$ cat src/rtl/hex_scan_ctrl.sv
// Time-multiplexed scan controller feeding one shared dec7seg across NDIG hex digits.
// A one-entry pending buffer is applied only at frame boundaries so a frame never mixes values.
module hex_scan_ctrl #(
  parameter int NDIG = 4,
  parameter int DIV  = 50000
) (
  input  logic              CLOCK_50,
  input  logic              reset,
  input  logic [4*NDIG-1:0] value_in,
  input  logic              load_valid,
  output logic              load_ready,
  input  logic              blank_lz,
  output logic [3:0]        digit_out,
  output logic [NDIG-1:0]   digit_sel,
  output logic              blank,
  output logic              frame_done
);

  localparam int DW = 4 * NDIG;
  localparam int PW = $clog2(DIV);
  localparam int IW = $clog2(NDIG);
  localparam logic [PW-1:0] PRE_LAST = PW'(DIV - 1);
  localparam logic [IW-1:0] IDX_LAST = IW'(NDIG - 1);

  typedef enum logic {IDLE, SCAN} state_t;

  state_t        state_q, state_d;
  logic [DW-1:0] disp_q, disp_d;
  logic [DW-1:0] pend_q, pend_d;
  logic          pend_full_q, pend_full_d;
  logic [PW-1:0] pre_q, pre_d;
  logic [IW-1:0] idx_q, idx_d;
  logic          frame_done_q, frame_done_d;

  logic accept, tick, wrap, hi_zero;

  assign load_ready = !pend_full_q;
  assign accept     = load_valid && load_ready;
  assign tick       = (state_q == SCAN) && (pre_q == PRE_LAST);
  assign wrap       = tick && (idx_q == IDX_LAST);
  assign frame_done = frame_done_q;

  always_ff @(posedge CLOCK_50) begin
    if (!reset) begin
      state_q      <= IDLE;
      disp_q       <= '0;
      pend_q       <= '0;
      pend_full_q  <= 1'b0;
      pre_q        <= '0;
      idx_q        <= '0;
      frame_done_q <= 1'b0;
    end else begin
      state_q      <= state_d;
      disp_q       <= disp_d;
      pend_q       <= pend_d;
      pend_full_q  <= pend_full_d;
      pre_q        <= pre_d;
      idx_q        <= idx_d;
      frame_done_q <= frame_done_d;
    end
  end

  always_comb begin
    state_d      = state_q;
    disp_d       = disp_q;
    pend_d       = pend_q;
    pend_full_d  = pend_full_q;
    pre_d        = pre_q;
    idx_d        = idx_q;
    frame_done_d = 1'b0;
    digit_sel    = '1;
    blank        = 1'b1;
    digit_out    = 4'h0;
    hi_zero      = 1'b1;

    // Slot mux plus "all digits at or above idx are zero" for leading-zero blanking.
    for (int i = 0; i < NDIG; i++) begin
      if (IW'(i) == idx_q) digit_out = disp_q[4*i +: 4];
      if (IW'(i) >= idx_q && disp_q[4*i +: 4] != 4'h0) hi_zero = 1'b0;
    end

    case (state_q)
      IDLE: begin
        // First value bypasses the pending buffer so it shows on the next cycle.
        if (accept) begin
          state_d = SCAN;
          disp_d  = value_in;
        end
      end
      SCAN: begin
        digit_sel = ~(NDIG'(1) << idx_q);
        blank     = blank_lz && (idx_q != '0) && hi_zero;
        pre_d     = tick ? '0 : pre_q + PW'(1);
        if (tick) idx_d = wrap ? '0 : idx_q + IW'(1);
        frame_done_d = wrap;
        if (wrap && pend_full_q) begin
          disp_d      = pend_q;
          pend_full_d = 1'b0;
        end
        // accept implies pend_full_q == 0, so it never collides with the apply above.
        if (accept) begin
          pend_d      = value_in;
          pend_full_d = 1'b1;
        end
      end
    endcase
  end

endmodule

$ cat config.mk
export PLATFORM = sky130hd
export DESIGN_NAME = hex_scan_ctrl
export DESIGN_NICKNAME = d
export VERILOG_FILES = /design/src/rtl/hex_scan_ctrl.sv
export SDC_FILE = /design/constraint.sdc
export NUM_CORES = 1
export LEC_CHECK = 0
export CORE_UTILIZATION = 30
export CTS_CLUSTER_SIZE = 14
export DETAILED_ROUTE_END_ITERATION = 10
export GPL_TIMING_DRIVEN = 0
export HOLD_SLACK_MARGIN = 0.05
export PLACE_DENSITY = 0.59
export SLEW_MARGIN = 20
export SYNTH_ARGS = -nofsm -noshare
export SYNTH_HDL_FRONTEND = slang
export SYNTH_SLANG_ARGS = --single-unit
$ cat constraint.sdc
create_clock -name CLOCK_50 -period 1.7 [get_ports CLOCK_50]
set_input_delay 0.34 -clock CLOCK_50 [delete_from_list [all_inputs] [get_ports CLOCK_50]]
set_output_delay 0.34 -clock CLOCK_50 [all_outputs]
set_load 0.005 [all_outputs]
==> out/metrics.csv, run 1 <==
stage,metric,value,unit
outcome,status,"complete, but fails checks",
outcome,failed_checks,negative setup slack,
floorplan,initial_core_util,31.1,%
floorplan,io_pins,31,
pwr,power,2.56,mW
pwr,p_int,1.91,mW
floorplan,die_h,94.4,um
detailed_routing,dr_total_vias,2132,
pwr,p_leak,1.16,nW
setup_path,cp.arrival,1590,ps
pwr,p_switching,0.653,mW
timing,grt_setup_unrepaired,yes,
clock_network,clk_latency,320,ps
global_route,grt_max_degree,18,
timing,slew_viol_final,0,
clock_network,cts_root_buf,clkbuf_8,
placed_design,port_buffers,30,
logic_synthesis,netlist_instances,283,
pwr,p_sw_share,25.5,%
timing,period_share,114,%
global_route,grt_pass1_wl,10.1,mm
timing,setup_viol,6,
floorplan,die_w,94.4,um
setup_path,path_class,reg2out,
setup_path,worst_setup_path_end_kind,output port,
clock_network,cts_buffer_depth,2,
detailed_routing,drt_iter0_markers,83,
logic_synthesis,yosysWarnings,0,
detailed_routing,ant_nets,0,
logic_synthesis,yosysUniqueCellTypes,37,
layout,syn2layout_area_growth,31.7,%
clock_network,clock-sinks,53,
setup_path,critical_path.startpoint_type,flop,
clock_network,cts_tree,built,
detailed_routing,vias_per_cell,4.87,
timing,final_hold_viol_count,0,
timing,setup_ws,-233,ps
floorplan,core,8220,um2
setup_path,timing.critical_path.mode_cell,a21oi_2,
logic_synthesis,synth_seq_cells,53,
clock_network,cts_hold_buf,0,
setup_path,critical-path-max-stage-delay,380,ps
pwr,irDropWorstVdd,0.352,mV
clock_network,clk_pin_slew,110,ps
pwr,power_density,759,nW/um2
global_route,grt_antenna_before_repair,0,
timing,worst_clock_skew,15.1,ps
layout,layout-drive-gt1-share,25.2,%
layout,seqCellArea,1090,um2
clock_network,cts_buffers,5,
detailed_routing,wl,6.04,mm
setup_path,required,1360,ps
layout,multiInputGateArea,1470,um2
detailed_routing,drc_errors,0,
pwr,power_frac_comb,13.7,%
layout,finalNetCount,358,
global_route,grtUsageTotal,14.6,%
pwr,power_frac_clock,34.6,%
floorplan,row_count,33,
run,drv_cap,0,
timing,slew_headroom,64.0,%
detailed_routing,drt_first_pass_iters,4,
min_path,hold_class,reg2reg,
logic_synthesis,avgSynthCellArea,9.04,um2
clock_network,cts_max_level,2,
detailed_routing,routedWlPerCell,13.8,um
layout,fill_cells,790,
timing,fmax,517,MHz
logic_synthesis,synth_fp_nets,309,
setup_path,reg2reg_slack,30,ps
global_route,grt_pass1_vias,2116,
logic_synthesis,ys_seq_area_share,41.5,%
timing,fin_hold_ws,462,ps
timing,tightest_slew,540,ps
logic_synthesis,synth_area,2560,um2
setup_path,worstPathCellList,"inv_4, ha_4, nand3b_1, a21oi_2, a21oi_2, o21ai_2, buf_2",
floorplan,die_area,8900,um2
setup_path,worstPathMaxFanout,6,
layout,antenna_cells,0,
global_route,gr-total-overflow,0,
setup_path,critPathSlowestCell,dfxtp_4,
timing,fin_crit,1930,ps
pwr,seqPwrFrac,51.7,%
placed_design,hpwl,4.13,mm
placed_design,gp_congestion,0.832,
-- power by group through the flow --
| stage | clock (mW) | sequential [mW] | combinational (mW) |
|---|---|---|---|
| 2_1_floorplan | 0 | 1.34 | 0.192 |
| 3_3_place_gp | 0 | 1.35 | 0.310 |
| 3_5_place_dp | 0 | 1.35 | 0.312 |
| 4_1_cts | 0.908 | 1.32 | 0.323 |
| 5_1_grt | 0.954 | 1.33 | 0.386 |
| 6_report | 0.884 | 1.32 | 0.350 |
-- critical path: cells and delay by family (launching register included) --
family | cells | cell delay [ps]
buffers and inverters | 2 | 180
AND/OR/NAND/NOR | 1 | 170
adder cells (fa/ha/maj) | 1 | 170
flip-flops | 1 | 380
AO/OA/AOI/OAI | 3 | 390
-- kinds of logic (layout without fill, tap and decap cells) --
family          after synthesis  in the layout  synth area share, %
flops                        53             53                 41.5
mux                          17             17                 6.65
buf+inv                      22             72                 4.94
xor+xnor                     13             13                 4.45
fa+ha+maj                     6              6                 2.93
simple gates                117            117                 22.8
compound gates               55             55                 16.8
-- cell type report --
type / instances / share of cell area (%)
plain buffers: 13 / 3.68
clock buffers: 5 / 2.04
clock inverters: 3 / 1.37
inverters: 5 / 0.706
multi-input cells: 208 / 43.6
flip-flops and latches: 53 / 32.2
well taps: 105 / 3.90
repair buffers: 46 / 12.5
-- synth_stat cells --
cell type / number / area, um2
a31oi_4: 1 / 21.3
o21ai_0: 6 / 30.0
nand2b_1: 1 / 6.26
xor2_1: 3 / 26.3
and4bb_2: 1 / 12.5
clkbuf_1: 8 / 30.0
and2_1: 2 / 12.5
and4bb_1: 1 / 12.5
nor4b_4: 1 / 23.8
buf_12: 1 / 20.0
o21a_1: 1 / 7.51
and3_2: 1 / 7.51
buf_6: 3 / 33.8
nor4_1: 8 / 50.1
nand3_1: 3 / 15.0
dfxtp_1: 53 / 1060
buf_2: 4 / 20.0
inv_1: 5 / 18.8
o22ai_1: 1 / 6.26
nor3_1: 3 / 15.0
a21oi_4: 1 / 16.3
buf_1: 1 / 3.75
nand4b_1: 1 / 8.76
nor2b_1: 3 / 18.8
o2bb2ai_2: 10 / 150
nand4_1: 8 / 50.1
nand3b_1: 5 / 37.5
ha_1: 6 / 75.1
and4b_1: 1 / 10.0
or3b_2: 1 / 8.76
nor2_1: 21 / 78.8
o2bb2ai_1: 6 / 52.6
xnor2_1: 10 / 87.6
a21oi_1: 29 / 145
mux2i_1: 17 / 170
nand2_1: 54 / 203
or3_1: 2 / 12.5
-- worst paths after layout --
check	startpoint	depth (start not counted)	end
max	idx_q[1]	7	digit_out[0]
max reg2reg	pre_q[0]	7	disp_q[9]
min reg2reg	pend_q[5]	2	pend_q[5]
min	pend_q[5]	2	pend_q[5]
-- flip-flops by register name (all words and copies together), names as in the netlist --
| register | flops |
|---|---|
| pre_q | 16 |
| idx_q | 2 |
| pend_full_q | 1 |
| pend_q | 16 |
| disp_q | 16 |
| state_q | 1 |
| frame_done | 1 |
-- repair_timing --
action,in CTS,in global routing
setup buffers,5,10
endpoints found under the setup margin,47,31
gates resized for setup,70,19
pin swaps,10,14
cloned,0,1
hold endpoints to repair,0,0
-- cells in the final DEF, fill, tap and decap left out, types with 3 or more instances in the layout --
| cell | netlist | final |
|---|---|---|
| a21oi_1 | 29 | 24 |
| a21oi_2 | 0 | 5 |
| buf_2 | 4 | 5 |
| buf_4 | 0 | 15 |
| buf_6 | 3 | 4 |
| buf_8 | 0 | 3 |
| clkbuf_1 | 8 | 3 |
| clkbuf_8 | 0 | 5 |
| clkdlybuf4s50_1 | 0 | 21 |
| dfxtp_1 | 53 | 43 |
| dfxtp_2 | 0 | 5 |
| dfxtp_4 | 0 | 5 |
| dlygate4sd2_1 | 0 | 3 |
| ha_4 | 0 | 4 |
| inv_1 | 5 | 3 |
| mux2i_1 | 17 | 17 |
| nand2_1 | 54 | 51 |
| nand2_2 | 0 | 3 |
| nand3_1 | 3 | 3 |
| nand3b_1 | 5 | 5 |
| nand4_1 | 8 | 8 |
| nor2_1 | 21 | 20 |
| nor2b_1 | 3 | 3 |
| nor3_1 | 3 | 3 |
| nor4_1 | 8 | 7 |
| o21ai_1 | 0 | 3 |
| o2bb2ai_1 | 6 | 6 |
| o2bb2ai_2 | 10 | 10 |
| xnor2_1 | 10 | 10 |
| xor2_1 | 3 | 3 |
-- metal layers --
layer	routed length [um]	track usage, %	up-vias
met5	0	0	-
met4	59	3.46	0
met3	126	2.90	6
met2	2900	24.6	24
met1	2950	19.0	1018
li1	-	-	1084
-- through the flow --
| step | utilization, % | worst slack [ps] | area [um2] | setup TNS [ps] | cells |
|---|---|---|---|---|---|
| 2_1_floorplan | - | 60.0 | 2560 | 0 | 283 |
| 3_3_place_gp | 36.4 | -656 | 2990 | -14080 | 418 |
| 3_5_place_dp | 36.4 | -686 | 2990 | -15480 | 418 |
| 4_1_cts | 39.5 | -223 | 3240 | -1160 | 429 |
| 5_1_grt | 41.0 | -290 | 3370 | -1740 | 438 |
| 6_report | 41.0 | -233 | 3370 | -1090 | 438 |
No activity file was read; power rests on OpenSTA's default activity.
==> run 2, diff against run 1 <==
- CAP_MARGIN: default -> 30
- CORE_ASPECT_RATIO: default -> 1.2
- PLACE_DENSITY: 0.59 -> 0.57
- clock period: 1.7 -> 2 ns (I/O delays scaled with it)
==> run 2 against run 1 <==
  * The run still ends with negative setup slack left
  * Combinational power down 24%
  * First-iteration DRC count down 16%
  * Power down 22%
  * Routed wire length down 0.56%
  * Hold slack about the same
  * Clock power down 32%
  * Via count down 3.5%
  * Global-route usage up 0.13 points
  * Final area down 5.8%
  * Critical endpoint is now digit_out[3]
==> out/metrics.csv, run 2 (same netlist as run 1, synthesis figures left out) <==
stage,metric,value,unit
outcome,status,"complete, but fails checks",
outcome,failed_checks,negative setup slack,
setup_path,required,1600,ps
setup_path,reg2reg_depth,7,
global_route,grt_antenna_before_repair,0,
setup_path,worstPathMaxFanout,6,
timing,slew_headroom,64.2,%
timing,final_hold_viol_count,0,
clock_network,cts_tree,built,
timing,grt_setup_unrepaired,yes,
clock_network,cts_hold_buf,0,
layout,reg_top3,"disp_q: 16 flops, pend_q: 16 flops, pre_q: 16 flops",
min_path,min_to,pend_q[6],
detailed_routing,routedWlPerCell,13.8,um
timing,tightest_slew,537,ps
timing,slew_viol_final,0,
timing,fin_hold_ws,463,ps
timing,setup_ws,-70.8,ps
pwr,p_switching,0.521,mW
detailed_routing,dr_total_vias,2058,
timing,period_share,104,%
layout,fin_area,3180,um2
setup_path,cp.arrival,1670,ps
clock_network,clock-sinks,53,
layout,final_common_cell,nand2_1,
floorplan,initial_core_util,31.2,%
detailed_routing,drt_first_pass_iters,4,
clock_network,clk_pin_slew,100,ps
detailed_routing,drt_iter0_markers,70,
detailed_routing,drc_errors,0,
timing,setup_viol,3,
layout,syn2layout_area_growth,24.1,%
floorplan,row_count,36,
detailed_routing,vias_per_cell,4.74,
setup_path,reg2reg_slack,140,ps
placed_design,gp_congestion,0.795,
pwr,p_sw_share,26.1,%
pwr,p_leak,1.06,nW
layout,antenna_cells,0,
floorplan,die_w,86.3,um
pwr,p_int,1.47,mW
placed_design,port_buffers,30,
layout,layout-drive-gt1-share,16.3,%
clock_network,clk_latency,310,ps
pwr,power_density,628,nW/um2
setup_path,worst_setup_path_end_kind,output port,
timing,worst_clock_skew,7.43,ps
clock_network,cts_buffers,5,
global_route,grt_pass1_wl,9.95,mm
setup_path,path_class,reg2out,
global_route,grt_max_degree,20,
placed_design,place_area,3000,um2
pwr,power_frac_clock,30.0,%
detailed_routing,wl,6.00,mm
floorplan,die_h,103,um
global_route,grt_pass1_vias,2031,
clock_network,cts_buffer_depth,2,
min_path,hold_class,reg2reg,
global_route,gr-total-overflow,0,
pwr,seqPwrFrac,56.5,%
pwr,irDropWorstVdd,0.244,mV
layout,finalNetCount,345,
global_route,grtUsageTotal,14.7,%
min_path,hp-start,pend_q[6],
clock_network,cts_root_buf,clkbuf_8,
setup_path,r2r-start,pre_q[0],
floorplan,io_pins,31,
clock_network,cts_max_level,2,
setup_path,r2r_end,disp_q[7],
floorplan,die_area,8900,um2
detailed_routing,ant_nets,0,
floorplan,core,8200,um2
timing,fmax,483,MHz
layout,layout_common_cells,"nand2_1 (53), dfxtp_1 (51), a21oi_1 (25)",
pwr,power_frac_comb,13.4,%
timing,fin_crit,2070,ps
min_path,hold_depth,2,
setup_path,critical_path.startpoint_type,flop,
placed_design,hpwl,4.43,mm
run,drv_cap,0,
-- run 2: changes by cell type in the layout (fill, tap and decap cells not counted), sizes merged --
cell	delta
dlygate4sd2	-3
bufinv	-1
buf	-13
clkdlybuf4s15	-1
clkbuf	+2
clkdlybuf4s50	+2
dlymetal6s2s	+2
clkinv	-1
-- run 2: repair_timing --
action	in CTS	in global routing
buffers inserted	2	1
resized for setup	36	16
pin swaps	4	6
setup endpoints to repair	9	21
-- run 2: metrics by stage --
stage	util, %	power [mW]	setup TNS (ps)	cells	setup slack [ps]
2_1_floorplan	-	1.31	0	283	300
3_3_place_gp	36.6	1.42	-4120	427	-448
3_5_place_dp	36.6	1.42	-4090	427	-426
4_1_cts	38.3	2.02	-270	434	-99.7
5_1_grt	38.7	2.09	-426	434	-137
6_report	38.7	1.99	-148	434	-70.8
-- run 2: worst max path at each step --
stage | startpoint | depth (start not counted) | end | slack (ps)
after floorplan | idx_q[1] | 7 | digit_out[0] | 300
after global placement | idx_q[1] | 8 | digit_out[3] | -450
after detailed placement | idx_q[1] | 8 | digit_out[3] | -430
after CTS | idx_q[0] | 7 | digit_out[3] | -100
after global routing | idx_q[1] | 7 | digit_out[3] | -140
final | idx_q[1] | 7 | digit_out[3] | -70
-- run 2: cell type report --
cell class	count	area, um2
plain buffers	13	109
clock buffers	7	76.3
clock inverters	1	7.51
fillers	879	5020
inverters	5	21.3
multi-input cells	208	1440
flip-flops and latches	53	1070
well taps	114	143
repair buffers	33	312
-- run 2: power by group through the flow --
stage | registers [mW] | clock network (mW) | logic (mW)
finish | 1.13 | 0.599 | 0.267
global route | 1.13 | 0.664 | 0.294
CTS | 1.13 | 0.619 | 0.272
detailed placement | 1.15 | 0 | 0.272
global placement | 1.15 | 0 | 0.270
floorplan | 1.14 | 0 | 0.163
-- run 2: worst max-delay path, cell delays in order (launching register included) --
cell	delay, ps
dfxtp_4	380
inv_4	50
ha_4	170
nand3b_1	170
a21oi_2	150
a21oi_1	50
o21ai_1	160
clkdlybuf4s15_1	230
-- run 2: metal layers --
layer  share of wire [%]  track usage (%)  routed length (um)
met5                   0                0                   0
met4                 1.6             4.10                  94
met3                 2.6             2.88                 157
met2                  52             27.4                3110
met1                  44             17.1                2650
